File: src/rtl/serial_subtractor.sv
// Digit-serial subtractor: X = A - B, one DIGIT_WIDTH-bit digit per clock, LSB first.
// Operands arrive and the (DATA_WIDTH+1)-bit result leaves over valid/ready handshakes.
module serial_subtractor #(
   parameter int DATA_WIDTH  = 4,
   parameter int DIGIT_WIDTH = 1
) (
   input  logic                  clk,
   input  logic                  rst,
   input  logic                  in_valid,
   output logic                  in_ready,
   input  logic [DATA_WIDTH-1:0] sub_A,
   input  logic [DATA_WIDTH-1:0] sub_B,
   output logic                  out_valid,
   input  logic                  out_ready,
   output logic [DATA_WIDTH:0]   sub_X,
   output logic                  busy
);

   localparam int NUM_DIGITS = DATA_WIDTH / DIGIT_WIDTH;
   localparam int COUNT_W    = (NUM_DIGITS > 1) ? $clog2(NUM_DIGITS) : 1;
   localparam logic [COUNT_W-1:0] LAST_DIGIT = COUNT_W'(NUM_DIGITS - 1);

   typedef enum logic [1:0] {
      IDLE = 2'd0,
      RUN  = 2'd1,
      DONE = 2'd2
   } state_t;

   state_t r_state;
   state_t w_nextState;

   logic [DATA_WIDTH-1:0]  r_opA;
   logic [DATA_WIDTH-1:0]  r_opB;
   logic [DATA_WIDTH-1:0]  r_diff;
   logic                   r_sign;
   logic                   r_borrow;
   logic [COUNT_W-1:0]     r_count;

   logic [DIGIT_WIDTH:0]   w_digitResult;
   logic                   w_accept;
   logic                   w_release;
   logic                   w_lastDigit;

   assign in_ready  = (r_state == IDLE) && !rst;
   assign out_valid = (r_state == DONE);
   assign busy      = (r_state == RUN) || (r_state == DONE);
   assign sub_X     = {r_sign, r_diff};

   assign w_accept    = in_valid && in_ready;
   assign w_release   = out_valid && out_ready;
   assign w_lastDigit = (r_count == LAST_DIGIT);

   // The low digit of each shifted operand is always the digit being processed;
   // the top bit of the widened difference is the borrow out of that digit.
   assign w_digitResult = {1'b0, r_opA[DIGIT_WIDTH-1:0]}
                        - {1'b0, r_opB[DIGIT_WIDTH-1:0]}
                        - {{DIGIT_WIDTH{1'b0}}, r_borrow};

   // State register.
   always_ff @(posedge clk) begin
      if (rst) begin
         r_state <= IDLE;
      end else begin
         r_state <= w_nextState;
      end
   end

   // Next-state logic: accept in IDLE, step through every digit in RUN, hold in DONE.
   always_comb begin
      w_nextState = r_state;
      case (r_state)
         IDLE: begin
            if (w_accept) begin
               w_nextState = RUN;
            end
         end
         RUN: begin
            if (w_lastDigit) begin
               w_nextState = DONE;
            end
         end
         DONE: begin
            if (w_release) begin
               w_nextState = IDLE;
            end
         end
         default: begin
            w_nextState = IDLE;
         end
      endcase
   end

   // Operand shifters carry no reset: their contents only matter after an accept.
   always_ff @(posedge clk) begin
      if (w_accept) begin
         r_opA <= sub_A;
         r_opB <= sub_B;
      end else if (r_state == RUN) begin
         r_opA <= r_opA >> DIGIT_WIDTH;
         r_opB <= r_opB >> DIGIT_WIDTH;
      end
   end

   // Each RUN cycle shifts the new difference digit in from the top, so after
   // the last digit r_diff holds the full difference in its natural position.
   always_ff @(posedge clk) begin
      if (rst) begin
         r_diff   <= '0;
         r_sign   <= 1'b0;
         r_borrow <= 1'b0;
         r_count  <= '0;
      end else if (w_accept) begin
         r_borrow <= 1'b0;
         r_count  <= '0;
      end else if (r_state == RUN) begin
         r_diff   <= DATA_WIDTH'({w_digitResult[DIGIT_WIDTH-1:0], r_diff} >> DIGIT_WIDTH);
         r_borrow <= w_digitResult[DIGIT_WIDTH];
         r_count  <= r_count + COUNT_W'(1);
         if (w_lastDigit) begin
            r_sign <= w_digitResult[DIGIT_WIDTH];
         end
      end
   end

endmodule

File: config.mk
export PLATFORM = sky130hd
export DESIGN_NAME = serial_subtractor
export DESIGN_NICKNAME = d
export VERILOG_FILES = /design/src/rtl/serial_subtractor.sv
export SDC_FILE = /design/constraint.sdc
export NUM_CORES = 1
export LEC_CHECK = 0
export CAP_MARGIN = 5
export CORE_MARGIN = 2
export CORE_UTILIZATION = 43
export DETAILED_ROUTE_END_ITERATION = 8
export GPL_ROUTABILITY_DRIVEN = 0
export GPL_TIMING_DRIVEN = 0
export MAX_ROUTING_LAYER = met4
export PLACE_DENSITY_LB_ADDON = 0.12
export SLEW_MARGIN = 0
export SYNTH_ARGS = -nofsm -noshare
export SYNTH_HDL_FRONTEND = slang
export SYNTH_SLANG_ARGS = --single-unit
File: constraint.sdc
create_clock -name clk -period 1.5 [get_ports clk]
set_input_delay 0.3 -clock clk [delete_from_list [all_inputs] [get_ports clk]]
set_output_delay 0.3 -clock clk [all_outputs]
set_load 0.01 [all_outputs]
==> summary.txt, run 1 <==
Run status
  – Status: finished, final reports clean

Detailed routing
  – Final WL: between 1000 and 1500 um
  – Initial DRC count: 4
  – DRT Pass-1 Iters: 4
  – DR vias/cell: ~4.6
  – Final ANT Viol Nets: 0
  – Vias: 574
  – DRC viols: 0
  – Routed WL per cell: approximately 11 um

Power
  – Switching power: 0.327 mW
  – VDD IR max: between 600 and 700 uV
  – Pleak: roughly 0.55 nW
  – Sw frac: 0.265
  – P per Cell Area: 1070 nW/um^2
  – Clk pwr share: 0.193
  – Logic pwr share: 0.299
  – Cell Int Power: around 0.91 mW
  – Sequential Power Share: 0.507

Timing
  – Hold Violations, Final: 0
  – Setup repair after global routing missed its margin: false
  – Setup Skew: between 9 and 10 ps
  – Final slew viol count: 0
  – Slew @ Worst Pin: around 200 ps
  – Slew HR: 0.863
  – Endpoints failing setup: 0
  – Hold Slack: a little under 500 ps
  – Minimum clock period: about 1500 ps
  – Final Cycle Share: 0.968
  – Max Fclk: just under 700 MHz

Clock tree
  – Worst-Skew Late Latency: roughly 290 ps
  – Root Driver: clkbuf_4
  – Hold buffers post-CTS: 0
  – TritonCTS Buffers: 3
  – H-Tree Depth: 1
  – CTS Buffer Depth: 2
  – Clk pin slew, worst setup/hold paths: approximately 90 ps
  – CTS tree: done
  – CTS Sinks: 18

Die
  – Initial core utilization: 0.448
  – Chip Height: 48.7 um
  – IO Count: 20
  – Die ar.: 2380 um^2
  – Core area: just under 2000 um^2
  – Die X: between 40 and 50 um
  – Rows: 16

Worst setup path
  – Max Fanout on Critical Path: 10
  – Worst Setup SP: r_state[0]$_SDFFE_PP0P_
  – Worst reg2reg path depth: 4
  – WP data required: about 1500 ps
  – CP Data Arrival Time: roughly 1500 ps
  – Critical Path End: r_opB[0]$_DFFE_PP_
  – CP Class: flip-flop to flip-flop
  – Worst R2R End: r_opB[0]$_DFFE_PP_
  – Type of element launching the critical path: flip-flop
  – Setup slack, reg-to-reg: ~48 ps
  – Reg2reg start: r_state[0]$_SDFFE_PP0P_
  – Nature of the critical path endpoint: flip-flop

Global route
  – Pin count of the biggest net entering global routing: 11
  – All-Layer GR Usage: 0.143
  – First-pass GRT wire length: roughly 2500 um
  – Vias in the first global route: ~600
  – Initial antenna violation count: 0
  – Remaining Overflow, GRT: 0

Final layout
  – Finished layout cell area: 1160 um^2
  – Area added between synthesis and finish: 34.3%
  – Final Net Count: 116
  – Ant. Diodes: 0
  – Share of cells above drive strength 1: 0.286

Run
  – Total of max-cap violations: 0

Synth
  – Post-Syn Area: between 800 and 900 um^2
  – Synth Net Count: 88
  – Post-Syn Area per Cell: 12.1 um^2
  – Synth warn: 0
  – Post-synth top area cell: edfxtp_1
  – Largest cells by area after synthesis: edfxtp_1 (28%), dfxtp_1 (23%), mux2_4 (10%)
  – Yosys cell types: 23
  – Share of the synthesized area in the top cell type: 0.279
  – Gate count after technology mapping: 71
  – Yosys reg bits: 18
  – Sequential share of the synthesized area: 0.512

Placed design
  – PortBufs: 19
  – DP Area: 1080 um^2
  – Detail Placement HPWL: around 1000 um

Min path
  – Hold_sp: r_diff[3]$_SDFFE_PP0P_
  – Worst min-delay path category: flip-flop to flip-flop
  – Worst hold stages: 2
-- sequential cells by signal, summed over array words and instances (netlist names) --
| register | count |
|---|---|
| r_borrow | 1 |
| r_count | 2 |
| r_diff | 4 |
| r_opA | 4 |
| r_opB | 4 |
| r_sign | 1 |
| r_state | 2 |
-- power by group through the flow --
stage	Clock, mW	Sequential [mW]	Combinational (mW)
floorplan	0	0.633	0.237
global placement	0	0.634	0.342
detailed placement	0	0.637	0.346
CTS	0.253	0.625	0.372
global route	0.279	0.637	0.407
finish	0.238	0.626	0.370
-- Yosys cell counts --
library cell / number
a211oi_1: 1
a21o_1: 1
a21oi_1: 1
a311oi_1: 1
a31o_2: 1
a31oi_1: 1
buf_4: 2
buf_6: 1
clkbuf_1: 1
dfxtp_1: 10
edfxtp_1: 8
fa_1: 1
ha_1: 4
inv_1: 7
mux2_4: 6
mux2i_1: 6
nand2b_1: 4
nand3b_1: 1
nand4_1: 1
nor2_1: 10
o211ai_1: 1
or2b_1: 1
xnor2_1: 1
-- how the worst min path moves through the flow --
stage / end / slack [ps]
after floorplan: r_count[1]$_SDFFE_PP0P_ / 460
after global placement: r_diff[0]$_SDFFE_PP0P_ / 480
after detailed placement: r_diff[0]$_SDFFE_PP0P_ / 480
after CTS: r_diff[3]$_SDFFE_PP0P_ / 500
after global routing: r_diff[0]$_SDFFE_PP0P_ / 540
final: r_diff[3]$_SDFFE_PP0P_ / 490
-- through the flow --
stage | setup slack, ps | setup TNS [ps] | cells | utilization | total power, mW
after floorplan | 24.5 | 0 | 71 | - | 0.870
after global placement | -491 | -4570 | 117 | 0.564 | 0.977
after detailed placement | -473 | -4470 | 117 | 0.564 | 0.983
after CTS | -107 | -107 | 125 | 0.596 | 1.25
after global routing | 4.28 | 0 | 125 | 0.602 | 1.32
final | 47.6 | 0 | 125 | 0.602 | 1.23
-- per-layer routing --
metal,share of wire,GRT usage,vias to the layer above
li1,-,-,294
met1,0.44,0.152,266
met2,0.50,0.244,12
met3,0.049,0.0556,2
met4,0.0094,0.0429,0
met5,0,-,-
-- what timing repair did --
action	CTS	global route
gates cloned	1	0
resized for setup	12	14
buffers inserted	3	0
setup endpoints to repair	18	20
pin swaps	0	1
-- placed cells by master (no fill, tap or decap), types with 2 or more instances in the layout --
cell              n
clkdlybuf4s50_1  11
nor2_1           10
edfxtp_1          8
dfxtp_1           7
mux2_4            6
mux2i_1           6
inv_1             5
buf_4             5
clkbuf_4          4
nand2b_1          4
dlymetal6s2s_1    4
ha_1              3
dfxtp_2           3
inv_2             2
buf_2             2
clkbuf_2          2
-- cell families after synthesis --
kind of cell | Yosys count | synth area share
compound gates | 7 | 0.0596
buf+inv | 11 | 0.0654
simple gates | 17 | 0.0974
xor+xnor | 1 | 0.0102
flops | 18 | 0.512
mux | 12 | 0.174
fa+ha+maj | 5 | 0.0814
-- layout make-up --
cell class                 count  area, um^2
fill                         183         766
sequential                    18         444
multi-input combinational     42         380
timing repair buffer          23         211
buffer                         4        33.8
tap                           27        33.8
clock buffer                   4        26.3
inverter                       7        26.3
-- critical path: stages, from the launching register on --
cell	delay [ps]
dfxtp_2	340
buf_4	130
ha_1	230
buf_4	200
or2b_4	310
(Power assumes the default switching activity.)
==> inputs of run 2 (changes only) <==
SLEW_MARGIN = unset   (was 0)
==> results of run 2 <==
Final layout, timing and power as in run 1 (identical DEF).
==> inputs of run 3 (changes only) <==
ABC_AREA = 1   (was unset)
RECOVER_POWER = 100   (was unset)
==> summary.txt, run 3 <==
Synth
  – Post-synth top area cell: edfxtp_1 (unchanged)
  – Post-Syn Area: 871 um^2 (was 861 um^2)
  – Synth Area in XOR/XNOR: 0.0101 (was 0.0102)
  – Gate count after technology mapping: 103 (was 71)
  – Synthesized-area fraction occupied by adder cells: 0.0805 (was 0.0814)
  – Largest cells by area after synthesis: edfxtp_1 (28%), dfxtp_1 (23%), nand2_1 (15%) (was edfxtp_1 (28%), dfxtp_1 (23%), mux2_4 (10%))
  – Post-synthesis mux area share: 0 (was 0.174)
  – Main combinational cell family by area after synthesis: simple AND/OR/NAND/NOR gates (was multiplexers)
  – Post-synth EDFFs: 8 (unchanged)
  – Post-Synth Simple-Gate Area: 0.250 (was 0.0974)
  – Top FF cell, synth: dfxtp_1 (unchanged)
  – Post-Syn Area per Cell: 8.45 um^2 (was 12.1 um^2)
  – Synth warn: 0 (unchanged)
  – Ys async rst share: 0 (unchanged)
  – Synth cell count leaders: nand2_1 (34), inv_1 (13), dfxtp_1 (10), nor2_1 (9), edfxtp_1 (8) (was dfxtp_1 (10), nor2_1 (10), edfxtp_1 (8), inv_1 (7))
  – Yosys reg bits: 18 (unchanged)
  – Sequential share of the synthesized area: 0.506 (was 0.512)
  – Synth Area in Compound Gates: 0.0517 (was 0.0596)
  – Yosys cell types: 20 (was 23)
  – Synth Net Count: 120 (was 88)
  – Most frequent cell after synthesis: nand2_1
  – Share of the synthesized area in the top cell type: 0.276 (was 0.279)

Power
  – Clk pwr share: 0.184 (was 0.193)
  – Pleak: 0.534 nW (was 0.554 nW)
  – Sw frac: 0.319 (was 0.265)
  – Sequential Power Share: 0.492 (was 0.507)
  – Switching power: 0.422 mW (was 0.327 mW)
  – P per Cell Area: 1170 nW/um^2 (was 1070 nW/um^2)
  – VDD IR max: 742 uV (was 620 uV)
  – Logic pwr share: 0.323 (was 0.299)
  – Cell Int Power: 0.901 mW (was 0.907 mW)

Global route
  – Vias in the first global route: 574 (was 609)
  – All-Layer GR Usage: 0.131 (was 0.143)
  – Initial antenna violation count: 0 (unchanged)
  – Pin count of the biggest net entering global routing: 11 (unchanged)
  – First-pass GRT wire length: 2410 um (was 2490 um)
  – Remaining Overflow, GRT: 0 (unchanged)

Worst setup path
  – Worst Setup SP: r_diff[0]$_SDFFE_PP0P_ (was r_state[0]$_SDFFE_PP0P_)
  – WP data required: 1200 ps (was 1540 ps)
  – Reg2reg start: r_state[1]$_SDFFE_PP0P_ (was r_state[0]$_SDFFE_PP0P_)
  – Stages on the worst setup path: 1 (was 4)
  – Delay-heaviest family, CP: buffers and inverters (was flip-flops)
  – Slowest-stage cell, CP: clkdlybuf4s50_1 (was dfxtp_2)
  – Nature of the critical path endpoint: output pin (was flip-flop)
  – CP max stage delay: 530 ps (was 340 ps)
  – Setup slack, reg-to-reg: 110 ps (was 50 ps)
  – CP Class: flip-flop to output pin (was flip-flop to flip-flop)
  – CP Buf/Inv Count: 1 (was 2)
  – Worst R2R End: r_opB[0]$_DFFE_PP_ (unchanged)
  – Worst reg2reg path depth: 5 (was 4)
  – Type of element launching the critical path: flip-flop (unchanged)
  – CP Data Arrival Time: 1150 ps (was 1490 ps)
  – Worst path cell trace: clkdlybuf4s50_1 (was buf_4, ha_1, buf_4, or2b_4)
  – Max Fanout on Critical Path: 2 (was 10)
  – Critical Path End: sub_X[0] (was r_opB[0]$_DFFE_PP_)

Timing
  – Slew HR: 0.811 (was 0.863)
  – Setup Skew: 0.960 ps (was 9.52 ps)
  – Slew @ Worst Pin: 283 ps (was 203 ps)
  – Final Cycle Share: 0.966 (was 0.968)
  – Endpoints failing setup: 0 (unchanged)
  – Max Fclk: 690 MHz (was 689 MHz)
  – Minimum clock period: 1450 ps (about the same)
  – Setup repair after global routing missed its margin: false (unchanged)
  – Final slew viol count: 0 (unchanged)
  – Hold Violations, Final: 0 (unchanged)
  – Setup TNS: 0 ps (unchanged)

Final layout
  – Ant. Diodes: 0 (unchanged)
  – Final Net Count: 145 (was 116)
  – Commonest non-fill, non-tap cell in the layout: nand2_1 (was clkdlybuf4s50_1)
  – Most frequent cells in the layout: nand2_1 (33), inv_1 (12), clkdlybuf4s50_1 (11) (was clkdlybuf4s50_1 (11), nor2_1 (10), edfxtp_1 (8))
  – Finished layout cell area: 1130 um^2 (was 1160 um^2)
  – Post-layout util: 0.581 (was 0.602)
  – Biggest regs: r_diff x4, r_opA x4, r_opB x4 (unchanged)
  – Share of cells above drive strength 1: 0.134 (was 0.286)
  – Area added between synthesis and finish: 29.6% (was 34.3%)

Clock tree
  – Root Driver: clkbuf_4 (unchanged)
  – H-Tree Depth: 1 (unchanged)
  – Worst-Skew Late Latency: 290 ps (about the same)
  – CTS tree: done (unchanged)
  – CTS Sinks: 18 (unchanged)
  – Hold buffers post-CTS: 0 (unchanged)
  – TritonCTS Buffers: 3 (unchanged)
  – CTS Buffer Depth: 2 (unchanged)
  – Clk pin slew, worst setup/hold paths: 100 ps (was 90 ps)

Die
  – Die ar.: 2400 um^2 (was 2380 um^2)
  – Core area: 1940 um^2 (was 1920 um^2)
  – Die X: 49 um (was 48.7 um)
  – IO Count: 20 (unchanged)
  – Chip Height: 49 um (was 48.7 um)
  – Rows: 16 (unchanged)
  – Initial core utilization: 0.448 (about the same)

Detailed routing
  – Final WL: 1480 um (was 1380 um)
  – DRT Pass-1 Iters: 6 (was 4)
  – Vias: 699 (was 574)
  – Initial DRC count: 6 (was 4)
  – DR vias/cell: 4.54 (was 4.59)
  – Routed WL per cell: 9.60 um (was 11.1 um)
  – DRC viols: 0 (unchanged)
  – Final ANT Viol Nets: 0 (unchanged)

Placed design
  – PortBufs: 19 (unchanged)
  – Detail Placement HPWL: 1090 um (was 987 um)
  – DP Area: 1090 um^2 (was 1080 um^2)

Run status
  – Status: finished, final reports clean (unchanged)

Min path
  – Worst min-delay path category: input port to flip-flop (was flip-flop to flip-flop)

Run
  – Total of max-cap violations: 0 (unchanged)
==> run 3: cell count changes after synthesis, moves of 2 or more <==
cell and delta:
inv_2 +2, mux2_4 -6, inv_1 +6, nand2b_1 -4, nand3_1 +4, a21oi_1 +3
nand2_1 +34, mux2i_1 -6, o21ai_0 +4
==> run 3: per-layer routing <==
| metal | share of wire | vias up | GRT usage |
|---|---|---|---|
| met3 | 0.034 | 2 | 0.0215 |
| met1 | 0.49 | 316 | 0.170 |
| met5 | 0 | - | - |
| met2 | 0.46 | 15 | 0.203 |
| met4 | 0.010 | 0 | 0.0571 |
| li1 | - | 366 | - |
==> run 3: layout make-up <==
type	count	area (um^2)
Fill cell	185	813
Sequential cell	18	443
Multi-Input combinational cell	66	362
Timing Repair Buffer	20	181
Inverter	16	62.6
Tap cell	27	33.8
Clock buffer	3	22.5
Buffer	3	20.0
Clock inverter	1	3.75
==> run 3: per-stage QoR <==
step,power [mW],setup slack (ps),hold slack [ps],cells
floorplan,0.928,112,369,103
global route,1.42,7.68,426,154
CTS,1.36,0.289,416,154
finish,1.32,51.5,421,154
detailed placement,1.10,-448,456,149
global placement,1.09,-435,453,149
==> run 3: how the worst min path moves through the flow <==
stage | slack [ps] | start | depth (start not counted) | endpoint
after global placement | 450 | r_sign$_SDFFE_PP0P_ | 2 | r_sign$_SDFFE_PP0P_
after CTS | 420 | rst | 2 | r_state[0]$_SDFFE_PP0P_
after global routing | 430 | rst | 2 | r_state[0]$_SDFFE_PP0P_
final | 420 | rst | 2 | r_sign$_SDFFE_PP0P_
after floorplan | 370 | rst | 1 | r_sign$_SDFFE_PP0P_
after detailed placement | 460 | r_sign$_SDFFE_PP0P_ | 2 | r_sign$_SDFFE_PP0P_
==> run 3: power by group through the flow <==
stage	logic (mW)	registers, mW	clock network [mW]
5_1_grt	0.488	0.660	0.267
3_5_place_dp	0.440	0.660	0
6_report	0.428	0.652	0.244
3_3_place_gp	0.434	0.657	0
2_1_floorplan	0.267	0.661	0
4_1_cts	0.455	0.653	0.251
==> run 3: timing repair <==
action,4_1_cts,5_1_grt
hold endpoints to repair,0,0
endpoints found under the setup margin,13,5
pin swaps,0,0
buffers inserted,1,0
gates resized for setup,16,5
==> run 3: cells by family (layout without fill, tap and decap cells) <==
family          after synthesis  in the layout
buf+inv                      19             43
xor+xnor                      1              1
compound gates                9              9
fa+ha+maj                     5              5
flops                        18             18
simple gates                 51             51
